==> src/rtl/count_ctrl_pkg.sv <==
// Shared encodings for the counter enable generator: Mode/FSM values and the
// levels the input synchronizers take while Clear is high.
package count_ctrl_pkg;

    typedef enum logic [1:0] {
        MODE_IDLE = 2'b00,
        MODE_RUN  = 2'b01,
        MODE_STEP = 2'b10
    } mode_e;

    localparam logic RUN_SW_RESET_LEVEL   = 1'b0;
    localparam logic STEP_KEY_RESET_LEVEL = 1'b1;

endpackage

==> src/rtl/key_conditioner.sv <==
// Pushbutton conditioner: 2-FF synchronizer, optional debounce filter and a
// one-cycle falling-edge strobe. The filter exists only when DEBOUNCE_EN is defined.
module key_conditioner
    import count_ctrl_pkg::*;
#(
    parameter logic RESET_LEVEL = STEP_KEY_RESET_LEVEL
`ifdef DEBOUNCE_EN
    ,
    parameter int          DB_W      = 20,
    parameter int unsigned DB_CYCLES = 500_000
`endif
) (
    input  logic clk_i,
    input  logic clear_i,
    input  logic key_i,
    output logic fall_o
);

    logic meta_q;
    logic sync_q;
    logic prev_q;
    logic level;

    always_ff @(posedge clk_i) begin
        if (clear_i) begin
            meta_q <= RESET_LEVEL;
            sync_q <= RESET_LEVEL;
        end else begin
            meta_q <= key_i;
            sync_q <= meta_q;
        end
    end

`ifdef DEBOUNCE_EN
    localparam logic [DB_W-1:0] DbLast = DB_W'(DB_CYCLES - 1);

    logic [DB_W-1:0] dbCnt_q, dbCnt_d;
    logic            dbLevel_q, dbLevel_d;

    // Any sample matching the current level restarts the stability count.
    always_comb begin
        dbCnt_d   = '0;
        dbLevel_d = dbLevel_q;
        if (sync_q != dbLevel_q) begin
            if (dbCnt_q == DbLast) begin
                dbLevel_d = sync_q;
            end else begin
                dbCnt_d = dbCnt_q + DB_W'(1);
            end
        end
    end

    always_ff @(posedge clk_i) begin
        if (clear_i) begin
            dbCnt_q   <= '0;
            dbLevel_q <= RESET_LEVEL;
        end else begin
            dbCnt_q   <= dbCnt_d;
            dbLevel_q <= dbLevel_d;
        end
    end

    assign level = dbLevel_q;
`else
    assign level = sync_q;
`endif

    always_ff @(posedge clk_i) begin
        if (clear_i) begin
            prev_q <= RESET_LEVEL;
        end else begin
            prev_q <= level;
        end
    end

    assign fall_o = prev_q & ~level;

endmodule

==> src/rtl/count_enable_gen.sv <==
// Enable generator for the 16-bit T-FF counter: periodic pulses in RUN, one pulse per
// step press otherwise. Define DEBOUNCE_EN to debounce the step pushbutton.
module count_enable_gen
    import count_ctrl_pkg::*;
#(
    parameter int          DIV_W   = 26,
    parameter int unsigned DIV_MAX = 49_999_999
`ifdef DEBOUNCE_EN
    ,
    parameter int          DB_W      = 20,
    parameter int unsigned DB_CYCLES = 500_000
`endif
) (
    input  logic       Clock,
    input  logic       Clear,
    input  logic       RunSw,
    input  logic       StepKey,
    input  logic [1:0] RateSel,
    output logic       Enable,
    output logic [1:0] Mode
);

    localparam logic [DIV_W-1:0] DivMax = DIV_W'(DIV_MAX);

    mode_e            state_q, state_d;
    logic             runMeta_q, runSync_q;
    logic [DIV_W-1:0] cnt_q, cnt_d;
    logic [DIV_W-1:0] terminal;
    logic             tick;
    logic             press;
    logic             enable_q, enable_d;

    always_ff @(posedge Clock) begin
        if (Clear) begin
            runMeta_q <= RUN_SW_RESET_LEVEL;
            runSync_q <= RUN_SW_RESET_LEVEL;
        end else begin
            runMeta_q <= RunSw;
            runSync_q <= runMeta_q;
        end
    end

    key_conditioner #(
        .RESET_LEVEL (STEP_KEY_RESET_LEVEL)
`ifdef DEBOUNCE_EN
        ,
        .DB_W        (DB_W),
        .DB_CYCLES   (DB_CYCLES)
`endif
    ) uStepKey (
        .clk_i   (Clock),
        .clear_i (Clear),
        .key_i   (StepKey),
        .fall_o  (press)
    );

    // >= rather than == so a rate change that drops below the count wraps at once.
    assign terminal = DivMax >> {RateSel, 1'b0};
    assign tick     = (state_q == MODE_RUN) && (cnt_q >= terminal);

    always_comb begin
        state_d  = state_q;
        cnt_d    = '0;
        enable_d = tick || (state_q == MODE_STEP);
        unique case (state_q)
            MODE_IDLE: begin
                if (runSync_q) begin
                    state_d = MODE_RUN;
                end else if (press) begin
                    state_d = MODE_STEP;
                end
            end
            MODE_RUN: begin
                if (!runSync_q) begin
                    state_d = MODE_IDLE;
                end
            end
            MODE_STEP: state_d = MODE_IDLE;
            default:   state_d = MODE_IDLE;
        endcase
        if ((state_q == MODE_RUN) && (state_d == MODE_RUN) && !tick) begin
            cnt_d = cnt_q + DIV_W'(1);
        end
    end

    always_ff @(posedge Clock) begin
        if (Clear) begin
            state_q  <= MODE_IDLE;
            cnt_q    <= '0;
            enable_q <= 1'b0;
        end else begin
            state_q  <= state_d;
            cnt_q    <= cnt_d;
            enable_q <= enable_d;
        end
    end

    assign Enable = enable_q;
    assign Mode   = state_q;

endmodule
==> config.mk <==
export PLATFORM = sky130hd
export DESIGN_NAME = count_enable_gen
export DESIGN_NICKNAME = d
export VERILOG_FILES = /design/src/rtl/count_ctrl_pkg.sv /design/src/rtl/key_conditioner.sv /design/src/rtl/count_enable_gen.sv
export SDC_FILE = /design/constraint.sdc
export NUM_CORES = 1
export LEC_CHECK = 0
export ABC_CLOCK_PERIOD_IN_PS = 3100
export BUFFER_PORTS_ARGS = -buffer_cell sky130_fd_sc_hd__buf_2
export CAP_MARGIN = 30
export CORE_MARGIN = 1.5
export CORE_UTILIZATION = 61
export DETAILED_ROUTE_END_ITERATION = 16
export PLACE_DENSITY = 0.89
export REMOVE_ABC_BUFFERS = 1
export SLEW_MARGIN = 20
export SYNTH_ARGS = -nofsm -noshare
export SYNTH_HDL_FRONTEND = slang
export SYNTH_HIERARCHICAL = 1
export SYNTH_SLANG_ARGS = --single-unit
==> constraint.sdc <==
create_clock -name Clock -period 3.1 [get_ports Clock]
set_input_delay 0.62 -clock Clock [delete_from_list [all_inputs] [get_ports Clock]]
set_output_delay 0.62 -clock Clock [all_outputs]
set_load 0.01 [all_outputs]
==> results of run 1 <==
-- power by group through the flow --
stage	clock network, mW	logic, mW	registers (mW)
4_1_cts	0.419	0.0410	0.442
3_5_place_dp	0	0.0410	0.452
3_3_place_gp	0	0.0391	0.452
5_1_grt	0.439	0.0468	0.442
2_1_floorplan	0	0.0251	0.452
6_report	0.412	0.0418	0.442
-- final timing paths --
check,startpoint,to,slack [ns],cells past startpoint
min,uStepKey/meta_q$_SDFF_PP1_,uStepKey/level$_SDFF_PP1_,0.42,1
min reg2reg,uStepKey/meta_q$_SDFF_PP1_,uStepKey/level$_SDFF_PP1_,0.42,1
max,RateSel[1],cnt_q[20]$_SDFF_PP0_,0.51,11
max reg2reg,cnt_q[5]$_SDFF_PP0_,cnt_q[20]$_SDFF_PP0_,0.97,7
-- flip-flops by register name, summed over array words and instances, names as in the netlist --
signal	flops
cnt_q	26
Mode	2
Enable	1
runMeta_q	1
runSync_q	1
uStepKey/level	1
uStepKey/meta_q	1
uStepKey/prev_q	1
-- stage by stage --
stage | hold slack (ns) | utilization [%] | instances | area [um2]
2_1_floorplan | 0.385 | - | 200 | 1930
3_3_place_gp | 0.389 | 67.4 | 257 | 2090
3_5_place_dp | 0.399 | 67.4 | 257 | 2090
4_1_cts | 0.427 | 70.8 | 265 | 2200
5_1_grt | 0.429 | 70.8 | 265 | 2200
6_report | 0.424 | 70.8 | 265 | 2200
-- routing by layer --
metal / up-vias / routed length (um) / GRT usage, %
met5: - / 0 / 0
met4: 0 / 85 / 8.70
met3: 10 / 116 / 7.68
met2: 26 / 1930 / 41.9
met1: 775 / 1970 / 32.9
li1: 816 / - / -
-- Yosys cell counts, types with 3 or more instances --
cell type  count  area (um2)
nand4_1       13        81.3
xor2_1        20         175
nand3_1       12        60.1
or2_1          3        18.8
dfxtp_1       34         681
a21oi_1        5        25.0
and2_1         3        18.8
inv_1          7        26.3
nor2b_1        3        18.8
xnor2_1        6        52.6
nor4_1        28         175
and3_1         4        25.0
ha_1          21         263
nand2_1        8        30.0
nor2_1         6        22.5
buf_6          4        45.0
-- final cells by class --
type / instances / area share, %
clock buffer: 5 / 1.71
inverter: 7 / 1.20
tap: 44 / 2.51
sequential: 34 / 31.0
clock inverter: 3 / 3.13
multi-input combinational: 159 / 55.8
timing repair buffer: 13 / 4.67
-- logic make-up (layout without fill, tap and decap cells) --
logic type                 count (synthesis)  count (layout)
buffers and inverters                     16              28
adders and majority gates                 21              21
and+or+nand+nor                           93              93
xor gates and xnor gates                  26              26
DFF                                       34              34
AOI/OAI and AO/OA                         19              19
==> out/qor.yml, run 1 <==
drc_errors: 0
viasPerCell: 6.14
cts_tree: "done"
cp.arrival_ns: 2.81
maxSlewHeadroom_pct: 56.8
clkTransAtPathRegs_ns: 0.11
ys_seq_area_share_pct: 33.6
layout_commonest_cell: "dfxtp_1"
drive_above_1_share_pct: 15.8
grt_pass1_wl_mm: 7.00
avgSynthCellArea_um2: 9.68
cpMaxStageDelayCell: "ha_1"
worst_slack_ns: 0.507
grtUsageTotal_pct: 25.8
fin_crit_ns: 2.59
path_delay_family: "compound AO/OA/AOI/OAI gates"
grt_max_degree: 27
cts-htree-levels: 2
clk_latency_ns: 0.35
syn_area_um2: 2020
cp_data_required_time_ns: 3.32
fin_nets: 247
clockBufferDepth: 2
async_flop_share_pct: 0
gp_congestion: 0.861
period_share_pct: 83.7
status: "complete, no violations"
synth_top_family_by_area: "simple AND/OR/NAND/NOR gates"
power.switching_mw: 0.186
num-fill-cells: 261
netlist-cell-type-count: 43
worst_slew_pin_slew_ns: 0.644
via_count: 1627
pwr-share-seq_pct: 49.3
synth_simple_gate_area_share_pct: 28.3
synth_compound_area_share_pct: 8.10
wl_per_cell_um: 15.5
portBuffers: 8
synth-xor-area-share_pct: 11.3
initial_core_util_pct: 65.2
wl_mm: 4.10
crit_type: "input pin to flip-flop"
die_area_um2: 3670
slew_violations: 0
synthAdderAreaFrac_pct: 13.0
cp-end-kind: "flip-flop"
synth_edf_count: 0
antenna_left: 0
hold_buffers: 0
fp.dieW_um: 60.6
power_frac_comb_pct: 4.7
dp_hpwl_mm: 3.08
rsz0062_at_grt: "no"
power.internal_mw: 0.710
ys_ff_latch: 34
multi_input_area_um2: 1230
hold_viol: 0
synthCells: 209
cts_inserted_buffers: 5
register_area_um2: 681
drtIter0Drc: 105
setup_tns_ns: 0
leakagePower_nw: 0.869
power.total_mw: 0.896
ys_warn_count: 6
worstPathCellList: "buf_2 > inv_1 > ha_1 > inv_1 > ha_1 > nand4_1 > o221a_2 > o32ai_1 > o21a_1 > buf_12 > nor4_1"
die_y_um: 60.6
ys.flop_type: "dfxtp_1"
max_stage_delay_ns: 0.32
final_cell_mix: "dfxtp_1, nor4_1, ha_1"
n_antenna_cell: 0
boundaryPins: 9
cp_num_buf_inv: 4
netSwitchingFraction_pct: 20.8
setup_violations: 0
grt_pass1_vias: 1546
syn_to_final_growth_pct: 8.60
max_freq_mhz: 386
p_clk_share_pct: 46.0
first_pass_iters: 4
muxShareOfSynthArea_pct: 0
grt_overflow_total: 0
clockRootBuffer: "clkbuf_4"
ctsResizeCount: 0
power_density_nw_per_um2: 408
core_region_area_um2: 3100
dp_slack_ns: 0.163
cts_setup_buffers: 0
cp_max_fo: 22
antenna_found_initial: 0
clock_skew_ns: 0.00896
drv_cap: 0
core.rowCount: 20
worstSetupStartpointType: "input pin"
clkSinkCount: 34
hold_path.class: "flip-flop to flip-flop"
peakVddDrop_mv: 0.207
Power figures use the tool's default switching activity.
==> run 2, diff against run 1 <==
--- a/config.mk
+++ b/config.mk
@@ -5,13 +5,13 @@
 export SDC_FILE = /design/constraint.sdc
 export NUM_CORES = 1
 export LEC_CHECK = 0
-export ABC_CLOCK_PERIOD_IN_PS = 3100
+export ABC_CLOCK_PERIOD_IN_PS = 2200
 export BUFFER_PORTS_ARGS = -buffer_cell sky130_fd_sc_hd__buf_2
 export CAP_MARGIN = 30
 export CORE_MARGIN = 1.5
-export CORE_UTILIZATION = 61
+export CORE_UTILIZATION = 55
 export DETAILED_ROUTE_END_ITERATION = 16
-export PLACE_DENSITY = 0.89
+export PLACE_DENSITY = 0.85
 export REMOVE_ABC_BUFFERS = 1
 export SLEW_MARGIN = 20
 export SYNTH_ARGS = -nofsm -noshare
==> constraint.sdc (replaced) <==
create_clock -name Clock -period 2.2 [get_ports Clock]
set_input_delay 0.44 -clock Clock [delete_from_list [all_inputs] [get_ports Clock]]
set_output_delay 0.44 -clock Clock [all_outputs]
set_load 0.01 [all_outputs]
==> out/qor.yml, run 2 (same netlist as run 1, synthesis figures left out) <==
worstPathCellList: "buf_8 > inv_6 > ha_4 > inv_2 > ha_4 > nand4_1 > nor4_4 > a32oi_2 > o211ai_4 > buf_6 > nor4_1"
setup_tns_ns: -0.843
clockRootBuffer: "clkbuf_8"
violations: "negative setup slack"
grt_busiest_layer: "met2"
crit_type: "input pin to flip-flop"
die_y_um: 63.7
drv_cap: 0
max_stage_delay_ns: 0.31
antenna_found_initial: 0
syn_to_final_growth_pct: 24.5
clockBufferDepth: 2
layout_commonest_cell: "dfxtp_1"
grt_pass1_vias: 1927
grt_use_met3_pct: 7.68
cts_tree: "done"
clock_skew_ns: 0.00821
cp_max_fo: 8
fp.dieW_um: 63.7
core_region_area_um2: 3440
fin_crit_ns: 2.25
grt_max_degree: 27
final_cell_mix: "dfxtp_1, nor4_1, xor2_1, buf_4, ha_1"
wl_mm: 6.04
cp-end-kind: "flip-flop"
boundaryPins: 9
portBuffers: 8
rsz0062_at_grt: "yes"
max_freq_mhz: 445
n_antenna_cell: 0
worst_slack_ns: -0.0456
drtIter0Drc: 207
hold_viol: 0
utilization_pct: 73.2
worstSetupStartpointType: "input pin"
via_count: 1881
largest_reg_flops: 26
cpMaxStageDelayCell: "o211ai_4"
dp_hpwl_mm: 3.22
die_area_um2: 4050
hold_path.class: "input pin to flip-flop"
grt.met1_usage_pct: 37.3
leakagePower_nw: 0.992
clkSinkCount: 34
grtUsageTotal_pct: 31.6
period_share_pct: 102
antenna_left: 0
wl_per_cell_um: 21.0
setup_violations: 27
maxSlewHeadroom_pct: 53.0
initial_core_util_pct: 58.8
grt_use_met2_pct: 52.6
cpMostUsedCell: "ha_4"
hold_buffers: 0
cts_inserted_buffers: 5
core.rowCount: 21
drive_above_1_share_pct: 30.6
regMostFlops: "cnt_q"
peakVddDrop_mv: 0.348
status: "complete, but fails checks"
clkTransAtPathRegs_ns: 0.07
power_density_nw_per_um2: 517
grt_overflow_total: 0
gp_congestion: 0.896
cp_data_required_time_ns: 2.36
cts-htree-levels: 2
drc_errors: 0
viasPerCell: 6.53
grt_pass1_wl_mm: 9.57
first_pass_iters: 4
slew_violations: 0
worst_slew_pin_slew_ns: 0.703
cp.arrival_ns: 2.41
fin_nets: 268
clk_latency_ns: 0.30
## run 2: cell count changes in the layout (fill, tap and decap cells not counted), sizes merged
cell    before  now
clkinv       1    0
bufinv       2    1
buf         13   34
clkbuf       5    7
## run 2: area by class of cell
cell class              instances  area, um2
clock buffers                   7       76.3
clock inverters                 1       30.0
fillers                       213        923
inverters                       7       36.3
multi-input cells             159       1360
flip-flops and latches         34        681
well taps                      46       57.6
repair buffers                 34        278
## run 2: worst max-delay path, delay by kind of cell
kind / cells / cell delay [ns]
simple gates: 3 / 0.55
fa+ha+maj: 2 / 0.53
compound gates: 2 / 0.51
buf+inv: 4 / 0.36
## run 2: through the flow
step	power [mW]	setup slack [ns]	area [um2]	hold slack (ns)	instances
global route	1.34	-0.0955	2520	0.335	288
finish	1.30	-0.0456	2520	0.328	288
global placement	0.707	-0.333	2220	0.390	278
detailed placement	0.710	-0.443	2220	0.400	278
CTS	1.28	0.00131	2470	0.328	291
floorplan	0.672	-0.353	1930	0.385	200
## run 2: path summary, 6_finish.rpt
path | from | slack [ns] | cells after the start | to
min | StepKey | 0.33 | 2 | uStepKey/meta_q$_SDFF_PP1_
min reg2reg | uStepKey/meta_q$_SDFF_PP1_ | 0.42 | 1 | uStepKey/level$_SDFF_PP1_
max reg2reg | cnt_q[4]$_SDFF_PP0_ | 0 | 8 | cnt_q[20]$_SDFF_PP0_
max | RateSel[1] | -0.05 | 11 | cnt_q[20]$_SDFF_PP0_
## run 2: power by group
group	internal, mW	switching (mW)	total (mW)
Combinational	0.0499	0.0548	0.105
Sequential	0.620	0.00244	0.623
Clock	0.339	0.236	0.575
Total	1.01	0.293	1.30
## run 2: timing repair
item | CTS | global route
resized for setup | 23 | 19
buffers inserted | 3 | 0
pin swaps | 6 | 5
gates cloned | 2 | 0
setup endpoints to repair | 27 | 27
## run 2: routing by layer
layer  vias up  part of all wire, %
li1        850                    -
met1       919                   40
met2        82                   48
met3        30                  7.3
met4         0                  4.4
met5         -                    0
